===== src/rtl/rv32_pkg.sv =====
// Shared types and constants for the RV32I instruction encoder.
package rv32_pkg;

    typedef enum logic [2:0] {
        FMT_R = 3'd0,
        FMT_I = 3'd1,
        FMT_S = 3'd2,
        FMT_B = 3'd3,
        FMT_U = 3'd4,
        FMT_J = 3'd5
    } fmt_e;

    localparam logic [6:0] OP_R      = 7'b0110011;
    localparam logic [6:0] OP_IMM    = 7'b0010011;
    localparam logic [6:0] OP_LOAD   = 7'b0000011;
    localparam logic [6:0] OP_STORE  = 7'b0100011;
    localparam logic [6:0] OP_BRANCH = 7'b1100011;
    localparam logic [6:0] OP_LUI    = 7'b0110111;
    localparam logic [6:0] OP_AUIPC  = 7'b0010111;
    localparam logic [6:0] OP_JAL    = 7'b1101111;
    localparam logic [6:0] OP_JALR   = 7'b1100111;

    localparam logic [31:0] NOP_WORD = 32'h0000_0013;

    typedef enum logic [1:0] {
        ST_IDLE = 2'd0,
        ST_RUN  = 2'd1,
        ST_DONE = 2'd2
    } state_e;

endpackage


===== src/rtl/rv32_imm_packer.sv =====
// Combinational packing of instruction fields into an RV32I word.
// Immediate range checking is present only when RV32_ENC_IMM_CHECK_EN is defined.
module rv32_imm_packer
    import rv32_pkg::*;
(
    input  logic [2:0]  fmt,
    input  logic [6:0]  opcode,
    input  logic [4:0]  rd,
    input  logic [4:0]  rs1,
    input  logic [4:0]  rs2,
    input  logic [2:0]  funct3,
    input  logic [6:0]  funct7,
    input  logic [31:0] imm,
    output logic [31:0] word,
    output logic        fmt_illegal,
    output logic        imm_bad
);

    always_comb begin
        word        = NOP_WORD;
        fmt_illegal = 1'b0;
        case (fmt)
            FMT_R: word = {funct7, rs2, rs1, funct3, rd, opcode};
            FMT_I: word = {imm[11:0], rs1, funct3, rd, opcode};
            FMT_S: word = {imm[11:5], rs2, rs1, funct3, imm[4:0], opcode};
            FMT_B: word = {imm[12], imm[10:5], rs2, rs1, funct3, imm[4:1], imm[11], opcode};
            FMT_U: word = {imm[31:12], rd, opcode};
            FMT_J: word = {imm[20], imm[10:1], imm[11], imm[19:12], rd, opcode};
            default: fmt_illegal = 1'b1;
        endcase
    end

`ifdef RV32_ENC_IMM_CHECK_EN
    logic i_bad;
    logic b_bad;
    logic j_bad;
    logic u_bad;

    // A value fits a signed N-bit field when all bits above N-2 equal the sign.
    assign i_bad = ~((&imm[31:11]) | ~(|imm[31:11]));
    assign b_bad = ~((&imm[31:12]) | ~(|imm[31:12])) | imm[0];
    assign j_bad = ~((&imm[31:20]) | ~(|imm[31:20])) | imm[0];
    assign u_bad = |imm[11:0];

    always_comb begin
        imm_bad = 1'b0;
        case (fmt)
            FMT_I, FMT_S: imm_bad = i_bad;
            FMT_B:        imm_bad = b_bad;
            FMT_J:        imm_bad = j_bad;
            FMT_U:        imm_bad = u_bad;
            default:      imm_bad = 1'b0;
        endcase
    end
`else
    assign imm_bad = 1'b0;
`endif

endmodule


===== src/rtl/rv32_instr_encoder.sv =====
// Streams instruction field bundles into packed RV32I words written to imem.
// Optional immediate range checking: define RV32_ENC_IMM_CHECK_EN.
module rv32_instr_encoder
    import rv32_pkg::*;
#(
    parameter int          DEPTH     = 64,
    parameter logic [31:0] BASE_ADDR = 32'h0
)(
    input  logic        clk,
    input  logic        rst,
    input  logic        start,
    input  logic        in_valid,
    output logic        in_ready,
    input  logic        in_last,
    input  logic [2:0]  in_fmt,
    input  logic [6:0]  in_opcode,
    input  logic [4:0]  in_rd,
    input  logic [4:0]  in_rs1,
    input  logic [4:0]  in_rs2,
    input  logic [2:0]  in_funct3,
    input  logic [6:0]  in_funct7,
    input  logic [31:0] in_imm,
    output logic        wr_en,
    input  logic        wr_ready,
    output logic [31:0] wr_addr,
    output logic [31:0] wr_data,
    output logic        done,
    output logic        err_fmt,
    output logic        err_ovf,
    output logic        imm_err
);

    localparam int IW = $clog2(DEPTH) + 1;

    state_e        state_q, state_d;
    logic [IW-1:0] idx_q, idx_d;
    logic          wr_en_q, wr_en_d;
    logic [31:0]   wr_data_q, wr_data_d;
    logic          last_q, last_d;
    logic          err_fmt_q, err_fmt_d;
    logic          err_ovf_q, err_ovf_d;
    logic          imm_err_q, imm_err_d;

    logic [31:0]   pk_word;
    logic          pk_fmt_illegal;
    logic          pk_imm_bad;
    logic          accept;
    logic          drain;
    logic [IW-1:0] slot;
    logic          slot_full;

    rv32_imm_packer u_packer (
        .fmt         (in_fmt),
        .opcode      (in_opcode),
        .rd          (in_rd),
        .rs1         (in_rs1),
        .rs2         (in_rs2),
        .funct3      (in_funct3),
        .funct7      (in_funct7),
        .imm         (in_imm),
        .word        (pk_word),
        .fmt_illegal (pk_fmt_illegal),
        .imm_bad     (pk_imm_bad)
    );

    // Once the last bundle is taken, nothing more belongs to this burst.
    assign in_ready = (state_q == ST_RUN) & ~err_ovf_q & ~last_q & (~wr_en_q | wr_ready);
    assign accept   = in_valid & in_ready;
    assign drain    = wr_en_q & wr_ready;

    // An accepted bundle lands in the slot after any word draining this cycle.
    assign slot      = idx_q + {{(IW-1){1'b0}}, wr_en_q};
    assign slot_full = (slot == IW'(DEPTH));

    always_comb begin
        state_d   = state_q;
        idx_d     = idx_q;
        wr_en_d   = wr_en_q;
        wr_data_d = wr_data_q;
        last_d    = last_q;
        err_fmt_d = err_fmt_q;
        err_ovf_d = err_ovf_q;
        imm_err_d = imm_err_q;

        if (drain) begin
            wr_en_d = 1'b0;
            idx_d   = idx_q + 1'b1;
        end

        case (state_q)
            ST_IDLE: begin
                if (start) begin
                    state_d   = ST_RUN;
                    idx_d     = '0;
                    last_d    = 1'b0;
                    err_fmt_d = 1'b0;
                    err_ovf_d = 1'b0;
                    imm_err_d = 1'b0;
                end
            end
            ST_RUN: begin
                if (accept) begin
                    if (slot_full) begin
                        err_ovf_d = 1'b1;
                        state_d   = ST_DONE;
                    end else begin
                        wr_en_d   = 1'b1;
                        wr_data_d = pk_word;
                        last_d    = in_last;
                        err_fmt_d = err_fmt_q | pk_fmt_illegal;
                        imm_err_d = imm_err_q | pk_imm_bad;
                    end
                end
                if (drain && last_q) begin
                    state_d = ST_DONE;
                end
            end
            ST_DONE: begin
                state_d = ST_IDLE;
                last_d  = 1'b0;
            end
            default: state_d = ST_IDLE;
        endcase
    end

    always_ff @(posedge clk) begin
        if (rst) begin
            state_q   <= ST_IDLE;
            idx_q     <= '0;
            wr_en_q   <= 1'b0;
            wr_data_q <= '0;
            last_q    <= 1'b0;
            err_fmt_q <= 1'b0;
            err_ovf_q <= 1'b0;
            imm_err_q <= 1'b0;
        end else begin
            state_q   <= state_d;
            idx_q     <= idx_d;
            wr_en_q   <= wr_en_d;
            wr_data_q <= wr_data_d;
            last_q    <= last_d;
            err_fmt_q <= err_fmt_d;
            err_ovf_q <= err_ovf_d;
            imm_err_q <= imm_err_d;
        end
    end

    assign wr_en   = wr_en_q;
    assign wr_data = wr_data_q;
    assign wr_addr = BASE_ADDR + {{(30-IW){1'b0}}, idx_q, 2'b00};
    assign done    = (state_q == ST_DONE);
    assign err_fmt = err_fmt_q;
    assign err_ovf = err_ovf_q;
    assign imm_err = imm_err_q;

endmodule

===== config.mk =====
export PLATFORM = sky130hd
export DESIGN_NAME = rv32_instr_encoder
export DESIGN_NICKNAME = d
export VERILOG_FILES = /design/src/rtl/rv32_pkg.sv /design/src/rtl/rv32_imm_packer.sv /design/src/rtl/rv32_instr_encoder.sv
export SDC_FILE = /design/constraint.sdc
export NUM_CORES = 1
export LEC_CHECK = 0
export BUFFER_PORTS_ARGS = -buffer_cell sky130_fd_sc_hd__buf_2
export CELL_PAD_IN_SITES_DETAIL_PLACEMENT = 0
export CELL_PAD_IN_SITES_GLOBAL_PLACEMENT = 1
export CORE_MARGIN = 8
export CORE_UTILIZATION = 33
export DETAILED_ROUTE_END_ITERATION = 16
export GPL_TIMING_DRIVEN = 0
export PLACE_DENSITY_LB_ADDON = 0.1
export SLEW_MARGIN = 40
export SYNTH_ARGS = -nofsm -noshare
export SYNTH_HDL_FRONTEND = slang
export SYNTH_SLANG_ARGS = --single-unit

===== constraint.sdc =====
create_clock -name clk -period 3.7 [get_ports clk]
set_input_delay 0.185 -clock clk [delete_from_list [all_inputs] [get_ports clk]]
set_output_delay 0.185 -clock clk [all_outputs]
set_load 0.1 [all_outputs]

==> results_dict.tcl <==
set metrics [dict create \
    status "finished, final reports clean" \
    cp_max_fo 10 \
    synth_top_family_by_area "compound AO/OA/AOI/OAI gates" \
    ant_nets 0 \
    cts-root-buf "clkbuf_8" \
    rsz0062_at_grt "no" \
    cts_hold_buf 0 \
    portBuffers 115 \
    nFillCells 811 \
    antenna_cells 0 \
    cts.clk_slew.worst_paths_ps 90 \
    post_dp_cell_area_um2 3320 \
    place.gp.congestion 0.832 \
    vias 2605 \
    syn_to_final_growth_pct 37.1 \
    finalHoldViolations 0 \
    grtUsageTotal_pct 15.0 \
    period_minus_slack_ps 2240 \
    synthFlopType "dfxtp_1" \
    p_per_area_nw_per_um2 455 \
    hold_slack_ps 141 \
    muxShareOfSynthArea_pct 4.47 \
    synth-simple-area-share_pct 20.2 \
    die_h_um 103 \
    crit_chain "ha_1 -> ha_1 -> nor3b_1 -> a31o_2 -> a31oi_1 -> buf_2 -> buf_2 -> nor2_1 -> a211oi_1" \
    synth_xor_xnor_area_share_pct 2.09 \
    slowest_stage "dfxtp_1" \
    yosys.area_share.adder_pct 1.49 \
    final_common_cell "buf_2" \
    syn-cell-area_um2 2520 \
    total_power_uw 1570 \
    crit_family "compound AO/OA/AOI/OAI gates" \
    critical_path_required_ps 3900 \
    start_util_pct 33.3 \
    skew_ps 12.6 \
    die-area_um2 10700 \
    syn_inst 306 \
    drv_slew 0 \
    ioPinCount 143 \
    cp-end-kind "flop" \
    drcViolationCount 0 \
    syn_area_per_cell_um2 8.24 \
    hpwl_um 6500 \
    hold_path.class "primary input to flop" \
    async_reset_ff_share_pct 0 \
    rows 32 \
    crit_arrival_ps 2450 \
    drt-total-wl_um 8050 \
    fin_setup_tns_ps 0 \
    cts.sinks 45 \
    viasPerCell 4.69 \
    synth-seq-cells 45 \
    drt_first_pass_iters 4 \
    ir_drop_uv 214 \
    relSlewSlack_pct 62.3 \
    cts_buffers 5 \
    setup.worst_path.start_class "flop" \
    die_width_um 103 \
    overflow 0 \
    netlist-cell-type-count 45 \
    antenna_found_initial 0 \
    htree_num_levels 2 \
    cts_setup_buffers 0 \
    synth_edf_count 0 \
    yosysWarnings 0 \
    drive_gt1_share_pct 37.0 \
    cts_max_path_buffers 2 \
    fin_crit_sh_pct 60.6 \
    fin_nets 529 \
    grt_max_degree 16 \
    final_area_um2 3450 \
    synth-compound-area-share_pct 23.2 \
    drtIter0Drc 58 \
    tightest_slew_ps 566 \
    setup_viol 0 \
    crit_type "flop to flop" \
    cp_num_buf_inv 2 \
    slowest_delay_ps 420 \
    yosysSeqAreaShare_pct 35.7 \
    grt_pass1_vias 2573 \
    clock_latency_ps 300 \
    grt_first_pass_wirelength_um 12600 \
    fmax_mhz 446 \
    cellLeakagePower_uw 0.00165 \
    cts_resized 0 \
    max_cap_viol_count 0 \
    cts_tree "done" \
    coreArea_um2 7570 \
    wl_per_cell_um 14.5 \
    layout_common_cells "124 x buf_2, 47 x nor2_1, 45 x dfxtp_1, 27 x a211oi_1" \
]
## cells in the mapped netlist (6+ instances only)
| library cell | n | share of area, % |
|---|---|---|
| nor2b_1 | 15 | 3.7 |
| dfxtp_1 | 45 | 36 |
| buf_2 | 9 | 1.8 |
| a22oi_1 | 16 | 4.8 |
| nand2_1 | 11 | 1.6 |
| a21oi_1 | 21 | 4.2 |
| nand3_1 | 9 | 1.8 |
| a211oi_1 | 27 | 8.0 |
| buf_4 | 26 | 7.7 |
| clkbuf_1 | 10 | 1.5 |
| nand2b_1 | 6 | 1.5 |
| o21ai_0 | 9 | 1.8 |
| nor2_1 | 47 | 7.0 |
| mux2i_1 | 9 | 3.6 |
## per-stage QoR
stage                     util (%)  cells  setup slack, ps
after floorplan                  -    331             1010
after global placement        43.8    548             1490
after detailed placement      43.8    548             1470
after CTS                     45.7    556             1430
after global routing          45.7    556             1220
final                         45.7    556             1460
## cell families (layout without fill, tap and decap cells)
| family | count (synthesis) | in the layout |
|---|---|---|
| AO/OA/AOI/OAI | 86 | 86 |
| XOR/XNOR | 6 | 6 |
| adder cells (fa/ha/maj) | 3 | 3 |
| buffers and inverters | 51 | 174 |
| flip-flops | 45 | 45 |
| multiplexers | 11 | 11 |
| other | 1 | 26 |
| AND/OR/NAND/NOR | 103 | 103 |
## flip-flops by register name, indices dropped and copies added (netlist names)
register  cells
idx_q         7
state_q       2
err_fmt       1
err_ovf       1
wr_data      32
last_q        1
wr_en         1
## final cells by class
class	count	area (um2)	area share, %
Inverter	4	15.0	0.435
Clock inverter	3	68.8	1.99
Multi-Input combinational cell	235	1390	40.3
Buffer	47	305	8.84
Tap cell	102	128	3.69
Timing Repair Buffer	115	576	16.7
Clock buffer	5	68.8	1.99
Sequential cell	45	901	26.1
## per-layer routing
metal,vias up,wire length (um),track usage (%)
met2,87,3780,23.8
met4,0,97,4.12
met1,1181,3510,18.7
met5,-,0,0
li1,1331,-,-
met3,6,665,5.56
## worst min-delay path: cells and delay by family
| family | cells | cell delay [ps] |
|---|---|---|
| buffers and inverters | 1 | 100 |
| AO/OA/AOI/OAI | 1 | 60 |
| AND/OR/NAND/NOR | 1 | 50 |
## power breakdown
part	total (uW)	switching (uW)	internal [uW]
Combinational	587	458	129
Sequential	532	17.4	515
Clock	452	180	272
## path summary, 6_finish.rpt
path | start | to | slack [ps] | cells after the start
hold / removal | in_opcode[5] | wr_data[5]$_SDFFE_PP0P_ | 140 | 3
setup / recovery | idx_q[0]$_SDFF_PP0_ | wr_data[26]$_SDFFE_PP0P_ | 1460 | 9
hold reg to reg | err_fmt$_SDFFE_PP0P_ | err_fmt$_SDFFE_PP0P_ | 470 | 2
setup reg to reg | idx_q[0]$_SDFF_PP0_ | wr_data[26]$_SDFFE_PP0P_ | 1460 | 9
(Power assumes the default switching activity.)
